--- src/rtl/pll_seq_pkg.sv ---
// Shared state encodings and counter sizing helpers for the PLL lock sequencer.
package pll_seq_pkg;

    localparam logic [2:0] ST_RESET_PLL = 3'd0;
    localparam logic [2:0] ST_WAIT_LOCK = 3'd1;
    localparam logic [2:0] ST_SETTLE    = 3'd2;
    localparam logic [2:0] ST_RUN       = 3'd3;
    localparam logic [2:0] ST_FAULT     = 3'd4;

    typedef enum logic [2:0] {
        RESET_PLL = ST_RESET_PLL,
        WAIT_LOCK = ST_WAIT_LOCK,
        SETTLE    = ST_SETTLE,
        RUN       = ST_RUN,
        FAULT     = ST_FAULT
    } pll_state_e;

    function automatic int timer_width(input int reset_cycles, input int lock_timeout,
                                       input int settle_cycles);
        int m;
        m = reset_cycles;
        if (lock_timeout > m) m = lock_timeout;
        if (settle_cycles > m) m = settle_cycles;
        return $clog2(m + 1);
    endfunction

    function automatic int count_width(input int max_val);
        return (max_val < 1) ? 1 : $clog2(max_val + 1);
    endfunction

endpackage

--- src/rtl/sync_2ff.sv ---
// Two-flop synchroniser for a single asynchronous level, clears to 0.
module sync_2ff (
    input  logic i_clk,
    input  logic i_rst_n,
    input  logic i_d,
    output logic o_q
);

    logic r_meta;
    logic r_sync;

    always_ff @(posedge i_clk or negedge i_rst_n) begin
        if (!i_rst_n) begin
            r_meta <= 1'b0;
            r_sync <= 1'b0;
        end else begin
            r_meta <= i_d;
            r_sync <= r_meta;
        end
    end

    assign o_q = r_sync;

endmodule

--- src/rtl/pll_lock_sequencer.sv ---
// PLL bring-up sequencer on the reference clock: reset pulse, lock wait, settle, run, fault.
//  state     | meaning
//  RESET_PLL | PLL RESETB held low for RESET_CYCLES
//  WAIT_LOCK | waiting for synchronised lock, bounded by LOCK_TIMEOUT
//  SETTLE    | lock must stay high continuously
//  RUN       | domain released; lock dips filtered by glitch counter
//  FAULT     | sticky after too many lock timeouts
module pll_lock_sequencer
    import pll_seq_pkg::*;
#(
    parameter int RESET_CYCLES  = 16,
    parameter int LOCK_TIMEOUT  = 1200,
    parameter int SETTLE_CYCLES = 2400,
    parameter int GLITCH_CYCLES = 3,
    parameter int MAX_RETRIES   = 3,
    parameter int CNT_W         = 8
) (
    input  logic             clock_in,
    input  logic             reset_n,
    input  logic             locked,
    input  logic             restart,
    output logic             pll_resetb,
    output logic             domain_reset_n,
    output logic             ready,
    output logic             fault,
    output logic [2:0]       state,
    output logic [CNT_W-1:0] lock_loss_count
);

    localparam int TIMER_W  = timer_width(RESET_CYCLES, LOCK_TIMEOUT, SETTLE_CYCLES);
    localparam int RETRY_W  = count_width(MAX_RETRIES);
    localparam int GLITCH_W = count_width(GLITCH_CYCLES);

    localparam logic [TIMER_W-1:0]  RESET_LAST  = TIMER_W'(RESET_CYCLES - 1);
    localparam logic [TIMER_W-1:0]  LOCK_LAST   = TIMER_W'(LOCK_TIMEOUT - 1);
    // The WAIT_LOCK cycle that saw lock counts as the first settle high.
    localparam logic [TIMER_W-1:0]  SETTLE_LAST = TIMER_W'((SETTLE_CYCLES >= 2) ? SETTLE_CYCLES - 2 : 0);
    localparam logic [GLITCH_W-1:0] GLITCH_LAST = GLITCH_W'(GLITCH_CYCLES - 1);
    localparam logic [RETRY_W-1:0]  RETRY_MAX   = RETRY_W'(MAX_RETRIES);

    pll_state_e          r_state;
    pll_state_e          w_state_next;
    logic [TIMER_W-1:0]  r_timer;
    logic [RETRY_W-1:0]  r_retries;
    logic [GLITCH_W-1:0] r_glitch;
    logic [CNT_W-1:0]    r_loss_count;
    logic                r_pll_resetb;
    logic                r_domain_reset_n;
    logic                r_ready;
    logic                r_fault;
    logic                w_locked_s;
    logic                w_timer_clr;
    logic                w_retry_inc;
    logic                w_retry_clr;
    logic                w_loss_inc;

    sync_2ff u_sync_locked (
        .i_clk   (clock_in),
        .i_rst_n (reset_n),
        .i_d     (locked),
        .o_q     (w_locked_s)
    );

    always_comb begin
        w_state_next = r_state;
        w_retry_inc  = 1'b0;
        w_retry_clr  = 1'b0;
        w_loss_inc   = 1'b0;
        if (restart) begin
            w_state_next = RESET_PLL;
            w_retry_clr  = 1'b1;
        end else begin
            case (r_state)
                RESET_PLL: if (r_timer == RESET_LAST) w_state_next = WAIT_LOCK;
                WAIT_LOCK: begin
                    if (w_locked_s) begin
                        w_state_next = SETTLE;
                    end else if (r_timer == LOCK_LAST) begin
                        if (r_retries < RETRY_MAX) begin
                            w_retry_inc  = 1'b1;
                            w_state_next = RESET_PLL;
                        end else begin
                            w_state_next = FAULT;
                        end
                    end
                end
                SETTLE: begin
                    if (!w_locked_s) begin
                        w_state_next = WAIT_LOCK;
                    end else if (r_timer == SETTLE_LAST) begin
                        w_state_next = RUN;
                        w_retry_clr  = 1'b1;
                    end
                end
                RUN: begin
                    if (!w_locked_s && (r_glitch == GLITCH_LAST)) begin
                        w_state_next = RESET_PLL;
                        w_loss_inc   = 1'b1;
                    end
                end
                FAULT:   w_state_next = FAULT;
                default: w_state_next = RESET_PLL;
            endcase
        end
        w_timer_clr = restart || (w_state_next != r_state);
    end

    always_ff @(posedge clock_in or negedge reset_n) begin
        if (!reset_n) begin
            r_state          <= RESET_PLL;
            r_pll_resetb     <= 1'b0;
            r_domain_reset_n <= 1'b0;
            r_ready          <= 1'b0;
            r_fault          <= 1'b0;
        end else begin
            r_state          <= w_state_next;
            r_pll_resetb     <= (w_state_next != RESET_PLL);
            r_domain_reset_n <= (w_state_next == RUN);
            r_ready          <= (w_state_next == RUN);
            r_fault          <= (w_state_next == FAULT);
        end
    end

    always_ff @(posedge clock_in or negedge reset_n) begin
        if (!reset_n) begin
            r_timer      <= '0;
            r_retries    <= '0;
            r_glitch     <= '0;
            r_loss_count <= '0;
        end else begin
            if (w_timer_clr) begin
                r_timer <= '0;
            end else if (r_state inside {RESET_PLL, WAIT_LOCK, SETTLE}) begin
                r_timer <= r_timer + 1'b1;
            end

            if (w_retry_clr) begin
                r_retries <= '0;
            end else if (w_retry_inc) begin
                r_retries <= r_retries + 1'b1;
            end

            if (w_timer_clr || w_locked_s) begin
                r_glitch <= '0;
            end else if (r_state == RUN) begin
                r_glitch <= r_glitch + 1'b1;
            end

            if (w_loss_inc && (r_loss_count != '1)) begin
                r_loss_count <= r_loss_count + 1'b1;
            end
        end
    end

    assign pll_resetb      = r_pll_resetb;
    assign domain_reset_n  = r_domain_reset_n;
    assign ready           = r_ready;
    assign fault           = r_fault;
    assign state           = r_state;
    assign lock_loss_count = r_loss_count;

endmodule

--- config.mk ---
export PLATFORM = sky130hd
export DESIGN_NAME = pll_lock_sequencer
export DESIGN_NICKNAME = d
export VERILOG_FILES = /design/src/rtl/pll_seq_pkg.sv /design/src/rtl/sync_2ff.sv /design/src/rtl/pll_lock_sequencer.sv
export SDC_FILE = /design/constraint.sdc
export NUM_CORES = 1
export LEC_CHECK = 0
export ABC_CLOCK_PERIOD_IN_PS = 2100
export BUFFER_PORTS_ARGS = -buffer_cell sky130_fd_sc_hd__buf_2
export CORE_UTILIZATION = 51
export DETAILED_ROUTE_END_ITERATION = 10
export PLACE_DENSITY = 0.74
export SYNTH_ARGS = -nofsm -noshare
export SYNTH_HDL_FRONTEND = slang
export SYNTH_SLANG_ARGS = --single-unit
--- constraint.sdc ---
create_clock -name clock_in -period 2.1 [get_ports clock_in]
set_input_delay 0 -clock clock_in [delete_from_list [all_inputs] [get_ports clock_in]]
set_output_delay 0 -clock clock_in [all_outputs]
set_load 0.005 [all_outputs]
==> impl_metrics.prom, run 1 <==
# TYPE chip_impl_metric gauge
chip_impl_metric{name="syn_inst",unit=""} 167
chip_impl_metric{name="timing.final.hold_violations",unit=""} 0
chip_impl_info{name="grt_setup_unrepaired",value="yes"} 1
chip_impl_info{name="synth-main-ff-cell",value="dfrtp_1"} 1
chip_impl_metric{name="vias_per_cell",unit=""} 5.56
chip_impl_metric{name="postSynthRegisterBits",unit=""} 32
chip_impl_metric{name="slew-limit-headroom",unit="%"} 53.7
chip_impl_metric{name="numPlacedInstances",unit=""} 241
chip_impl_metric{name="synth.net_count",unit=""} 176
chip_impl_metric{name="tightest_slew",unit="ns"} 0.695
chip_impl_metric{name="setup_viol_count_final",unit=""} 13
chip_impl_metric{name="synth.yosys.seq_area_share",unit="%"} 48.1
chip_impl_metric{name="wl_per_cell",unit="um"} 14.9
chip_impl_metric{name="drc",unit=""} 0
chip_impl_metric{name="synth_enable_flop_cells",unit=""} 0
chip_impl_metric{name="final.fill_count",unit=""} 246
chip_impl_info{name="crit_path_start_kind",value="flip-flop"} 1
chip_impl_metric{name="clock_sinks",unit=""} 32
chip_impl_metric{name="worst-r2r-cell-count",unit=""} 6
chip_impl_metric{name="fin_crit",unit="ns"} 2.17
chip_impl_metric{name="antenna_found_initial",unit=""} 0
chip_impl_metric{name="multi_input_gate_area_in_the_final_layout",unit="um^2"} 882
chip_impl_info{name="status",value="finished, violations left"} 1
chip_impl_metric{name="post_route_cells_drive_above_1_share",unit="%"} 29.7
chip_impl_metric{name="clock.fmax",unit="MHz"} 461
chip_impl_metric{name="maximum_number_of_pins_on_one_net_before_global_route_repair",unit=""} 33
chip_impl_metric{name="cts_made_buffers",unit=""} 5
chip_impl_metric{name="total_die_area",unit="um^2"} 3500
chip_impl_info{name="cts_root_buf",value="clkbuf_4"} 1
chip_impl_metric{name="layout.cell_area.non_filler",unit="um^2"} 2110
chip_impl_metric{name="clk_pin_slew_worst_paths",unit="ns"} 0.11
chip_impl_metric{name="grt-ovfl-total",unit=""} 0
chip_impl_info{name="hp-class",value="in2async"} 1
chip_impl_metric{name="synth_warn",unit=""} 0
chip_impl_metric{name="track_usage",unit="%"} 23.2
chip_impl_metric{name="effective_utilization_at_floorplan",unit="%"} 54.1
chip_impl_metric{name="worst_ir_drop_vdd",unit="mV"} 0.357
chip_impl_metric{name="number_of_detailed_route_iterations_in_the_first_pass",unit=""} 4
chip_impl_metric{name="synth-async-reset-ratio",unit="%"} 100
chip_impl_metric{name="chipWidth",unit="um"} 59.1
chip_impl_metric{name="cts-htree-levels",unit=""} 2
chip_impl_metric{name="via_count",unit=""} 1423
chip_impl_metric{name="skew",unit="ns"} 0.0162
chip_impl_info{name="final_common_cell",value="dfrtp_1"} 1
chip_impl_metric{name="clock_latency",unit="ns"} 0.35
chip_impl_metric{name="total_power",unit="W"} 0.00105
chip_impl_metric{name="die_h",unit="um"} 59.1
chip_impl_metric{name="timing.final.crit_share",unit="%"} 103
chip_impl_metric{name="finalWeightedCongestion",unit=""} 0.846
chip_impl_metric{name="netlist_area",unit="um^2"} 1660
chip_impl_metric{name="critPathMaxFanout",unit=""} 7
chip_impl_metric{name="first_global_vias",unit=""} 1353
chip_impl_metric{name="fp-row-count",unit=""} 20
chip_impl_info{name="layout_common_cells",value="32 x dfrtp_1, 21 x buf_4, 18 x buf_2"} 1
chip_impl_info{name="crit_type",value="reg2reg"} 1
chip_impl_metric{name="maxCapViolations",unit=""} 0
chip_impl_metric{name="hpwlAfterDp",unit="um"} 2530
chip_impl_metric{name="timing.final.ws_setup",unit="ns"} -0.0700
chip_impl_metric{name="synthDistinctLibCells",unit=""} 43
chip_impl_metric{name="whs",unit="ns"} 0.214
chip_impl_info{name="failed_checks",value="negative setup slack"} 1
chip_impl_metric{name="place_area",unit="um^2"} 1920
chip_impl_metric{name="postRouteAntennaNets",unit=""} 0
chip_impl_metric{name="clockBufferDepth",unit=""} 2
chip_impl_metric{name="register_area",unit="um^2"} 801
chip_impl_metric{name="maxSlewViolCount",unit=""} 0
chip_impl_metric{name="detail_route.iter0.violations",unit=""} 77
chip_impl_metric{name="syn_area_per_cell",unit="um^2"} 9.96
chip_impl_metric{name="first_pass_grt_wire_length",unit="um"} 5890
chip_impl_metric{name="power.static_leakage",unit="nW"} 0.983
chip_impl_info{name="tritoncts",value="built"} 1
chip_impl_info{name="timing.critical_path.to_type",value="flip-flop"} 1
chip_impl_metric{name="final_cell_count_no_fill",unit=""} 256
chip_impl_metric{name="timing.critical_path.arrival",unit="ns"} 2.40
chip_impl_metric{name="top_level_pins",unit=""} 19
chip_impl_metric{name="flow.area_growth_from_synthesis",unit="%"} 26.5
chip_impl_metric{name="critical_path_required",unit="ns"} 2.33
chip_impl_metric{name="numPortBuffers",unit=""} 18
chip_impl_metric{name="drt-total-wl",unit="um"} 3810
chip_impl_metric{name="core_region_area",unit="um^2"} 3080
chip_impl_metric{name="power.density_cell_area",unit="nW/um^2"} 500
chip_impl_metric{name="num_antenna_cells",unit=""} 0
chip_impl_metric{name="finish.net_count",unit=""} 220
## flip-flops by register name, indices dropped and copies added (netlist names)
signal / cells
u_sync_locked.r_meta: 1
state: 3
r_glitch: 2
r_retries: 2
ready: 1
u_sync_locked.o_q: 1
pll_resetb: 1
lock_loss_count: 8
r_timer: 12
fault: 1
## per-layer routing
layer	up-vias	part of all wire (%)	track usage, %
met2	39	50	38.3
met1	701	43	28.9
met3	8	5.1	7.21
met5	-	0	0
met4	0	1.8	7.82
li1	675	-	-
## Yosys cell counts (2+ instances only)
library cell | count | share of area (%)
nand2b_1 | 2 | 0.75
a211oi_1 | 3 | 1.4
o211ai_1 | 2 | 0.90
a31oi_1 | 2 | 0.75
a21boi_0 | 2 | 0.90
or3_1 | 2 | 0.75
inv_1 | 3 | 0.68
xor2_1 | 7 | 3.7
nand4b_1 | 2 | 1.1
o31ai_1 | 2 | 0.90
dfrtp_1 | 32 | 48
o21ai_0 | 3 | 0.90
nor3_1 | 5 | 1.5
and3_1 | 3 | 1.1
nor3b_1 | 2 | 0.90
nor2_1 | 20 | 4.5
xnor2_1 | 12 | 6.3
nand2_1 | 12 | 2.7
nand3_1 | 10 | 3.0
mux2i_1 | 2 | 1.2
nand4_1 | 5 | 1.9
clkbuf_1 | 3 | 0.68
nor2b_1 | 3 | 1.1
a21oi_1 | 5 | 1.5
ha_1 | 5 | 3.8
## layout make-up
cell class / count / share of cell area, %
clock buffer: 5 / 1.78
tap: 44 / 2.61
multi-input combinational: 125 / 41.9
timing repair buffer: 44 / 14.3
clock inverter: 3 / 0.891
sequential: 32 / 38.0
inverter: 3 / 0.535
## through the flow
step | worst slack [ns] | utilization, % | TNS, ns
finish | -0.0700 | 68.4 | -0.724
floorplan | 0.000794 | - | 0
CTS | -0.0230 | 65.4 | -0.0776
global placement | 0.00763 | 62.4 | 0
detailed placement | -0.0261 | 62.4 | -0.151
global route | -0.113 | 68.4 | -1.32
## path summary, 6_finish.rpt
check / endpoint / start / slack [ns]
min reg2reg: u_sync_locked.o_q$_DFF_PN0_ / u_sync_locked.r_meta$_DFF_PN0_ / 0.35
max in group asynchronous: r_timer[5]$_DFFE_PN0P_ / reset_n / 1.42
min in group clock_in: u_sync_locked.r_meta$_DFF_PN0_ / locked / 0.30
min: pll_resetb$_DFF_PN0_ / reset_n / 0.21
max reg2reg: r_timer[1]$_DFFE_PN0P_ / r_timer[4]$_DFFE_PN0P_ / -0.07
max: r_timer[1]$_DFFE_PN0P_ / r_timer[4]$_DFFE_PN0P_ / -0.07
## where the power goes
group          internal [W]  leakage [nW]  switching [W]
clock              0.000128        0.0349       0.000225
sequential         0.000623         0.440     0.00000612
combinational     0.0000290         0.508      0.0000429
total              0.000780         0.983       0.000274
## worst max-delay path, cell delays in order, from the launching register on
cell,delay (ns)
dfrtp_1,0.39
or4_4,0.56
or4_4,0.46
o221ai_4,0.11
mux2i_4,0.32
buf_6,0.16
a211oi_1,0.06
## repair_timing
action | CTS | global route
endpoints found under the hold margin | 35 | 0
pin swaps | 0 | 8
hold buffers | 3 | 0
gates resized for setup | 2 | 13
setup endpoints to repair | 15 | 16
setup buffers | 0 | 3
cloned | 0 | 1
## kinds of logic after synthesis
family | synth area share [%]
flops | 48.1
fa+ha+maj | 3.76
compound gates | 9.10
xor+xnor | 10.0
simple gates | 24.8
mux | 1.20
buf+inv | 3.01
No activity file was read; power rests on OpenSTA's default activity.
==> run 2: changes to the inputs <==
Settings changed: SKIP_CTS_REPAIR_TIMING from default to 1.
==> impl_metrics.prom, run 2 (synthesis gave the netlist of run 1 again) <==
# TYPE chip_impl_metric gauge
chip_impl_info{name="status",value="finished, violations left"} 1
chip_impl_info{name="failed_checks",value="negative setup slack"} 1
chip_impl_info{name="crit_type",value="reg2reg"} 1
chip_impl_info{name="crit_path_start_kind",value="flip-flop"} 1
chip_impl_metric{name="die_h",unit="um"} 59.1
chip_impl_metric{name="core_region_area",unit="um^2"} 3080
chip_impl_metric{name="number_of_detailed_route_iterations_in_the_first_pass",unit=""} 4
chip_impl_info{name="final_common_cell",value="dfrtp_1"} 1
chip_impl_metric{name="effective_utilization_at_floorplan",unit="%"} 54.1
chip_impl_info{name="critical_path.reg2reg.endpoint",value="r_timer[6]$_DFFE_PN0P_"} 1
chip_impl_metric{name="maxSlewViolCount",unit=""} 0
chip_impl_metric{name="flow.area_growth_from_synthesis",unit="%"} 25.0
chip_impl_metric{name="power.clock.fraction",unit="%"} 33.5
chip_impl_metric{name="whs",unit="ns"} 0.218
chip_impl_metric{name="maxCapViolations",unit=""} 0
chip_impl_metric{name="clk_pin_slew_worst_paths",unit="ns"} 0.11
chip_impl_info{name="tritoncts",value="built"} 1
chip_impl_info{name="cts_root_buf",value="clkbuf_4"} 1
chip_impl_info{name="critPathLaunch",value="r_timer[4]$_DFFE_PN0P_"} 1
chip_impl_metric{name="tightest_slew",unit="ns"} 0.688
chip_impl_metric{name="switching_share",unit="%"} 25.7
chip_impl_metric{name="postRouteAntennaNets",unit=""} 0
chip_impl_info{name="largest_reg_by_ff_count",value="r_timer"} 1
chip_impl_metric{name="first_pass_grt_wire_length",unit="um"} 5850
chip_impl_metric{name="final.fill_count",unit=""} 248
chip_impl_metric{name="via_count",unit=""} 1424
chip_impl_metric{name="rrSetupSlack",unit="ns"} -0.03
chip_impl_metric{name="vias_per_cell",unit=""} 5.56
chip_impl_metric{name="num_antenna_cells",unit=""} 0
chip_impl_metric{name="post_route_cells_drive_above_1_share",unit="%"} 27.4
chip_impl_metric{name="critical_path_cell_count",unit=""} 6
chip_impl_metric{name="seqPwrFrac",unit="%"} 60.0
chip_impl_metric{name="track_usage",unit="%"} 23.1
chip_impl_metric{name="hpwlAfterDp",unit="um"} 2530
chip_impl_metric{name="switching_power",unit="W"} 0.000269
chip_impl_metric{name="intPower",unit="W"} 0.000779
chip_impl_metric{name="drc",unit=""} 0
chip_impl_metric{name="largest_reg_flops",unit=""} 12
chip_impl_metric{name="worst_ir_drop_vdd",unit="mV"} 0.405
chip_impl_metric{name="first_global_vias",unit=""} 1364
chip_impl_metric{name="grt-ovfl-total",unit=""} 0
chip_impl_info{name="rr_startpoint",value="r_timer[4]$_DFFE_PN0P_"} 1
chip_impl_metric{name="maximum_number_of_pins_on_one_net_before_global_route_repair",unit=""} 33
chip_impl_metric{name="drt-total-wl",unit="um"} 3570
chip_impl_metric{name="final_core_density",unit="%"} 67.6
chip_impl_metric{name="finish.net_count",unit=""} 220
chip_impl_metric{name="setup_viol_count_final",unit=""} 10
chip_impl_metric{name="pre_cts_slack",unit="ns"} -0.0261
chip_impl_metric{name="clock_sinks",unit=""} 32
chip_impl_metric{name="wl_per_cell",unit="um"} 14.0
chip_impl_info{name="crit_chain",value="or4_4 -> or4_4 -> o221ai_4 -> mux2i_4 -> buf_4 -> nor2_1"} 1
chip_impl_metric{name="power.static_leakage",unit="nW"} 0.985
chip_impl_metric{name="timing.final.hold_violations",unit=""} 0
chip_impl_metric{name="cts_made_buffers",unit=""} 5
chip_impl_metric{name="max_stage_delay",unit="ns"} 0.56
chip_impl_metric{name="timing.final.ws_setup",unit="ns"} -0.0268
chip_impl_metric{name="numPortBuffers",unit=""} 18
chip_impl_info{name="layout_common_cells",value="32 x dfrtp_1, 22 x buf_4, 20 x nor2_1"} 1
chip_impl_metric{name="cts-htree-levels",unit=""} 2
chip_impl_metric{name="clockBufferDepth",unit=""} 2
chip_impl_metric{name="total_die_area",unit="um^2"} 3500
chip_impl_metric{name="timing.critical_path.arrival",unit="ns"} 2.36
chip_impl_info{name="hp-class",value="in2async"} 1
chip_impl_info{name="endpoint",value="r_timer[6]$_DFFE_PN0P_"} 1
chip_impl_metric{name="combPwrFrac",unit="%"} 6.6
chip_impl_metric{name="clock.fmax",unit="MHz"} 470
chip_impl_metric{name="slew-limit-headroom",unit="%"} 54.1
chip_impl_metric{name="clock_latency",unit="ns"} 0.35
chip_impl_metric{name="finalWeightedCongestion",unit=""} 0.846
chip_impl_metric{name="critPathMaxFanout",unit=""} 6
chip_impl_metric{name="chipWidth",unit="um"} 59.1
chip_impl_metric{name="skew",unit="ns"} 0.0137
chip_impl_metric{name="top_level_pins",unit=""} 19
chip_impl_metric{name="antenna_found_initial",unit=""} 0
chip_impl_metric{name="critical_path_required",unit="ns"} 2.33
chip_impl_metric{name="worstPathBufferInverterCount",unit=""} 1
chip_impl_info{name="critical_path.most_common_cell",value="or4_4"} 1
chip_impl_metric{name="timing.final.crit_share",unit="%"} 101
chip_impl_metric{name="fin_crit",unit="ns"} 2.13
chip_impl_metric{name="detail_route.iter0.violations",unit=""} 84
chip_impl_metric{name="worst-r2r-cell-count",unit=""} 6
chip_impl_metric{name="fp-row-count",unit=""} 20
chip_impl_info{name="critical_path.slowest_cell",value="or4_4"} 1
chip_impl_info{name="grt_setup_unrepaired",value="yes"} 1
chip_impl_info{name="path_delay_family",value="simple AND/OR/NAND/NOR gates"} 1
chip_impl_info{name="timing.critical_path.to_type",value="flip-flop"} 1
chip_impl_metric{name="power.density_cell_area",unit="nW/um^2"} 504
==> run 2: changes by cell type in the layout (fill, tap and decap cells not counted) <==
cell and change:
buf_4 +1, buf_6 -1, nor2_1 +3, nor2_2 -2, nor2_4 -1, nor3_1 +2
nor3_2 -2
==> run 2: how the worst min path moves through the flow <==
stage	depth (start not counted)	to	slack, ns	startpoint
finish	2	pll_resetb$_DFF_PN0_	0.22	reset_n
global route	2	fault$_DFF_PN0_	0.29	reset_n
CTS	1	pll_resetb$_DFF_PN0_	-0.30	reset_n
detailed placement	1	pll_resetb$_DFF_PN0_	0.09	reset_n
global placement	1	fault$_DFF_PN0_	0.07	reset_n
floorplan	0	fault$_DFF_PN0_	-0.30	reset_n
==> run 2: metrics by stage <==
stage	std cells	instance area, um^2	TNS (ns)	power [W]
final	256	2080	-0.148	0.00105
after global routing	256	2080	-1.02	0.00109
after global placement	241	1920	0	0.000698
after detailed placement	241	1920	-0.151	0.000702
after floorplan	167	1690	0	0.000669
after CTS	249	1980	-0.542	0.00105
==> run 2: area by class of cell <==
cell class / count / area [um^2] / area share, %
timing repair buffer: 44 / 297 / 14.3
multi-input combinational: 125 / 860 / 41.3
tap: 44 / 55.1 / 2.65
inverter: 3 / 11.3 / 0.542
clock buffer: 5 / 37.5 / 1.81
sequential: 32 / 801 / 38.5
clock inverter: 3 / 18.8 / 0.903
==> run 2: power by group through the flow <==
stage / logic (W) / clock network, W / registers, W
floorplan: 0.0000272 / 0 / 0.000641
global placement: 0.0000577 / 0 / 0.000640
detailed placement: 0.0000611 / 0 / 0.000641
CTS: 0.0000612 / 0.000360 / 0.000629
global route: 0.0000763 / 0.000384 / 0.000630
finish: 0.0000688 / 0.000351 / 0.000629
==> run 2: routing by layer <==
layer	wire, um	part of all wire [%]	GRT usage, %	up-vias
met5	0	0	0	-
met4	86	2.4	9.86	0
met3	185	5.2	7.42	10
met2	1740	49	37.5	43
met1	1570	44	28.2	691
li1	-	-	-	680
